File: config.mk
export PLATFORM = sky130hd
export DESIGN_NAME = ecb_enc_serial
export DESIGN_NICKNAME = d
export VERILOG_FILES = /design/src/rtl/ecb_enc_serial.sv
export SDC_FILE = /design/constraint.sdc
export NUM_CORES = 1
export LEC_CHECK = 0
export ABC_CLOCK_PERIOD_IN_PS = 1500
export CAP_MARGIN = 10
export CORE_MARGIN = 2
export CORE_UTILIZATION = 43
export DETAILED_ROUTE_END_ITERATION = 8
export GPL_TIMING_DRIVEN = 0
export PLACE_DENSITY = 0.71
export SKIP_CTS_REPAIR_TIMING = 1
export SLEW_MARGIN = 30
export SYNTH_ARGS = -nofsm -noshare
export SYNTH_HDL_FRONTEND = slang
export SYNTH_SLANG_ARGS = --single-unit
File: constraint.sdc
create_clock -name clk -period 1.5 [get_ports clk]
set_input_delay 0.45 -clock clk [delete_from_list [all_inputs] [get_ports clk]]
set_output_delay 0.45 -clock clk [all_outputs]
set_load 0.1 [all_outputs]
File: src/rtl/ecb_enc_serial.sv
// ecb_enc_serial
//   Bit-serial ECB encryption engine. A W-bit plaintext block is XORed with a
//   stored W-bit key and the ciphertext is shifted out LSB first, one bit per
//   accepted downstream handshake.
//
//   Optional feature macro: ECB_ENC_PARITY_EN
//     defined   -> an extra even-parity bit (XOR of all ciphertext bits) follows
//                  the W ciphertext bits and carries ct_last.
//     undefined -> W bits per block, ct_last on ciphertext bit W-1.
//
// Ports
//   clk       in   rising-edge clock
//   rst_n     in   asynchronous active-low reset
//   K         in   key value
//   key_load  in   capture K into the key register (IDLE only)
//   PT        in   plaintext block
//   pt_valid  in   plaintext valid
//   pt_ready  out  engine can accept a block (state == IDLE)
//   ct_bit    out  current ciphertext bit, LSB first
//   ct_valid  out  ct_bit is valid
//   ct_last   out  current bit is the final bit of the block
//   ct_ready  in   downstream accepts ct_bit this cycle
//   busy      out  state == SHIFT
//
// States
//   IDLE  | waiting for a plaintext block; key may be loaded
//   SHIFT | presenting ciphertext bits to the serial link
`timescale 1ns/1ps

module ecb_enc_serial #(
    parameter int W = 8
) (
    input  logic         clk,
    input  logic         rst_n,
    input  logic [W-1:0] K,
    input  logic         key_load,
    input  logic [W-1:0] PT,
    input  logic         pt_valid,
    output logic         pt_ready,
    output logic         ct_bit,
    output logic         ct_valid,
    output logic         ct_last,
    input  logic         ct_ready,
    output logic         busy
);

`ifdef ECB_ENC_PARITY_EN
    localparam int NBITS = W + 1;
`else
    localparam int NBITS = W;
`endif
    localparam int CW = $clog2(W + 2);
    localparam logic [CW-1:0] CNT_LAST = CW'(NBITS - 1);

    typedef enum logic {
        IDLE  = 1'b0,
        SHIFT = 1'b1
    } state_t;

    state_t           state;
    state_t           state_nxt;
    logic [NBITS-1:0] shreg;
    logic [CW-1:0]    cnt;
    logic [W-1:0]     key_reg;
    logic [W-1:0]     keff;
    logic [W-1:0]     ct_word;
    logic             load;
    logic             advance;
    logic             done;

    // A key presented together with the block is used for that block.
    assign keff    = key_load ? K : key_reg;
    assign ct_word = PT ^ keff;

    assign load    = (state == IDLE) && pt_valid;
    assign advance = (state == SHIFT) && ct_ready;
    assign done    = advance && (cnt == CNT_LAST);

    always_ff @(posedge clk or negedge rst_n) begin
        if (!rst_n) begin
            state <= IDLE;
        end else begin
            state <= state_nxt;
        end
    end

    always_comb begin
        state_nxt = state;
        case (state)
            IDLE:    if (pt_valid) state_nxt = SHIFT;
            SHIFT:   if (done)     state_nxt = IDLE;
            default: state_nxt = IDLE;
        endcase
    end

    always_ff @(posedge clk or negedge rst_n) begin
        if (!rst_n) begin
            key_reg <= '0;
            shreg   <= '0;
            cnt     <= '0;
        end else begin
            if ((state == IDLE) && key_load) begin
                key_reg <= K;
            end
            if (load) begin
`ifdef ECB_ENC_PARITY_EN
                // Parity is latched into the top of the shifter so it simply
                // falls out after the W ciphertext bits.
                shreg <= {^ct_word, ct_word};
`else
                shreg <= ct_word;
`endif
                cnt   <= '0;
            end else if (advance) begin
                shreg <= {1'b0, shreg[NBITS-1:1]};
                cnt   <= cnt + 1'b1;
            end
        end
    end

    // All serial outputs decode from registers only; ct_ready never reaches them.
    assign pt_ready = (state == IDLE);
    assign busy     = (state == SHIFT);
    assign ct_valid = busy;
    assign ct_bit   = busy & shreg[0];
    assign ct_last  = busy && (cnt == CNT_LAST);

endmodule

==> results.sh <==
export IMPL_run_status="complete, but fails checks"
export IMPL_violations_in_the_final_reports="setup timing"
export IMPL_num_fill_cells=211
export IMPL_cell_area_after_placement_um2=1400
export IMPL_remaining_drc_errors=0
export IMPL_final_weighted_congestion_in_routability_driven_placement=0.758
export IMPL_reg2regPathDepth=5
export IMPL_critPathLaunchType="flip-flop"
export IMPL_yosys_area_top_type_share_pct=47.9
export IMPL_worst_setup_hold_path_clk_slew_ns=0.12
export IMPL_port_buffer_count=24
export IMPL_synth_ff_latch_count=21
export IMPL_achievable_frequency_mhz=567
export IMPL_synth_sequential_area_ratio_pct=47.9
export IMPL_finish_instance_area_um2=1540
export IMPL_grtUsageTotal_pct=16.3
export IMPL_floorplan_rows=18
export IMPL_worst_r2r_endpoint="key_reg[2]"
export IMPL_place_detailed_instances=151
export IMPL_timing_critical_path_slowest_stage_cell="dfrtp_1"
export IMPL_mappedNetlistNets=119
export IMPL_design_core_area_um2=2450
export IMPL_top_area_cells_in_the_synthesized_netlist="dfrtp_1 (48%), mux2i_1 (9.1%), mux2_2 (8.2%)"
export IMPL_clock_tree_from_tritoncts="yes"
export IMPL_drv_cap=0
export IMPL_timing_rr_start="busy"
export IMPL_required_ns=1.05
export IMPL_grt_setup_unrepaired="true"
export IMPL_dp_worst_setup_slack_ns=-0.891
export IMPL_max_vdd_ir_drop_uv=1230
export IMPL_areaGrowthSynthToFinish_pct=40.3
export IMPL_fin_worst_skew_ns=0.00124
export IMPL_die_area_um2=2970
export IMPL_die_w_um=54.5
export IMPL_synth_main_ff_cell="dfrtp_1"
export IMPL_startpoint="cnt[1]"
export IMPL_worst_hold_path_type="in -> async"
export IMPL_nNetsFinal=153
export IMPL_detail_route_iter0_violations=9
export IMPL_postSynthCellCount=97
export IMPL_synthDistinctLibCells=24
export IMPL_ffs_w_async_s_r_synth_pct=100
export IMPL_syn_avg_cell_area_um2=11.3
export IMPL_final_antenna_net_count=0
export IMPL_ctsHtreeMaxLevel=1
export IMPL_dpl_hpwl_mm=1.47
export IMPL_r2r_slack_ns=0.02
export IMPL_grt_start_max_net_pins=22
export IMPL_ff_latch_area_um2=529
export IMPL_route_final_wire_length_mm=2.10
export IMPL_timing_final_setup_violations=5
export IMPL_floorplan_initialDensity_pct=44.7
export IMPL_grt_antenna_before_repair=0
export IMPL_final_setup_worst_slack_ns=-0.262
export IMPL_worst_ep_arrival_time_ns=1.31
export IMPL_synthesis_area_um2=1100
export IMPL_power_density_cell_area_nw_per_um2=1990
export IMPL_slew_violations=0
export IMPL_cp_slowest_stage_delay_ns=0.39
export IMPL_worst_pin_slew_ns=0.468
export IMPL_setup_worst_path_class="reg -> out"
export IMPL_grt_pass1_vias=830
export IMPL_drive_gt1_share_pct=28.5
export IMPL_final_min_period_over_clock_period_pct=117
export IMPL_final_setup_tns_ns=-0.838
export IMPL_final_period_minus_worst_setup_slack_ns=1.76
export IMPL_detail_route_wl_per_cell_um=13.1
export IMPL_clockRootBuffer="clkbuf_4"
export IMPL_yosysWarnings=0
export IMPL_n_antenna_cell=0
export IMPL_num_ports=26
export IMPL_grt_overflow=0
export IMPL_synth_edf_count=0
export IMPL_max_slew_margin_rel_pct=68.8
export IMPL_cp_cell_sequence="ha_2 -> and4b_4 -> buf_12"
export IMPL_grt_pass1_wl_mm=3.48
export IMPL_worstPathMaxFanout=4
export IMPL_clock_sinks=21
export IMPL_detailed_route_vias_per_instance=5.13
export IMPL_cts_buffers_inserted=3
export IMPL_critical_path_endpoint="ct_last"
export IMPL_clock_path_buffers=2
export IMPL_drt_first_pass_iters=4
export IMPL_synthDominantAreaCellType="dfrtp_1"
export IMPL_cellLeakagePower_uw=0.000708
export IMPL_multi_input_combinational_cell_area_um2=543
export IMPL_layout_cells_non_filler=160
export IMPL_die_h_um=54.5
export IMPL_route_vias_total=821
export IMPL_worstSkewPairLatency_ns=0.30
export IMPL_worst_setup_path_end_kind="primary output"
export IMPL_report_final_hold_viol_count=0
## logic make-up after synthesis
family	after synthesis	share of synthesized area [%]
AND/OR/NAND/NOR	24	12.9
flip-flops	21	47.9
multiplexers	18	17.3
AO/OA/AOI/OAI	17	9.58
XOR/XNOR	8	6.39
buffers and inverters	8	4.79
adder cells (fa/ha/maj)	1	1.14
## per-stage QoR
stage                     hold slack (ns)  power [uW]  util [%]
after CTS                           0.500        2750      57.9
after global routing                0.118        3260      62.7
after detailed placement            0.484        2480      56.8
after global placement              0.469        2440      56.8
after floorplan                     0.154        2140         -
final                              0.0845        3070      62.7
## cells in the mapped netlist (2+ instances only)
library cell and n:
dfrtp_1 21, mux2i_1 10, mux2_2 8, xor2_1 8
a211oi_1 6, a21oi_1 6, and3_1 6, nand2_1 5
nand3_1 4, buf_2 3, o21ai_0 3, and2_1 2
and4b_1 2, buf_6 2, nor2b_1 2
## where the power goes
part           switching (uW)  internal [uW]
logic                     945            835
clock network             173            103
registers                 164            847
## metal layers
metal / global-route usage, % / vias to the layer above / wire, um
li1: - / 412 / -
met1: 20.3 / 394 / 968
met2: 28.3 / 13 / 1070
met3: 3.28 / 2 / 57
met4: 5.00 / 0 / 12
met5: 0 / - / 0
## placed cells by master, fill, tap and decap left out, types with 3 or more instances in the layout
cell	Yosys	layout
a211oi_1	6	4
a21oi_1	6	6
and3_1	6	6
buf_12	0	4
buf_4	1	4
buf_6	2	7
clkbuf_4	0	3
clkdlybuf4s50_1	0	17
dfrtp_1	21	20
mux2_2	8	8
mux2i_1	10	10
nand2_1	5	5
nand3_1	4	4
xor2_1	8	8
## area by class of cell
cell class	instances	share of cell area, %
Tap cell	30	2.44
Inverter	1	0.488
Sequential cell	21	34.4
Multi-Input combinational cell	68	35.3
Timing Repair Buffer	29	20.8
Clock buffer	4	1.71
Buffer	7	4.88
## worst min path at each step
stage / depth (start not counted) / slack, ns / end / from
2_1_floorplan: 0 / 0.15 / cnt[0] / rst_n
3_3_place_gp: 1 / 0.47 / cnt[3] / cnt[3]
3_5_place_dp: 1 / 0.48 / cnt[3] / cnt[3]
4_1_cts: 1 / 0.50 / cnt[3] / cnt[3]
5_1_grt: 1 / 0.12 / key_reg[2] / rst_n
6_report: 1 / 0.08 / key_reg[5] / rst_n
## worst max-delay path: cells and delay by family (launching register included)
| kind | cells | cell delay, ns |
|---|---|---|
| AND/OR/NAND/NOR | 1 | 0.25 |
| buffers and inverters | 1 | 0.17 |
| flip-flops | 1 | 0.39 |
| adder cells (fa/ha/maj) | 1 | 0.20 |
Note: power is estimated with default switching activity, not from simulation.
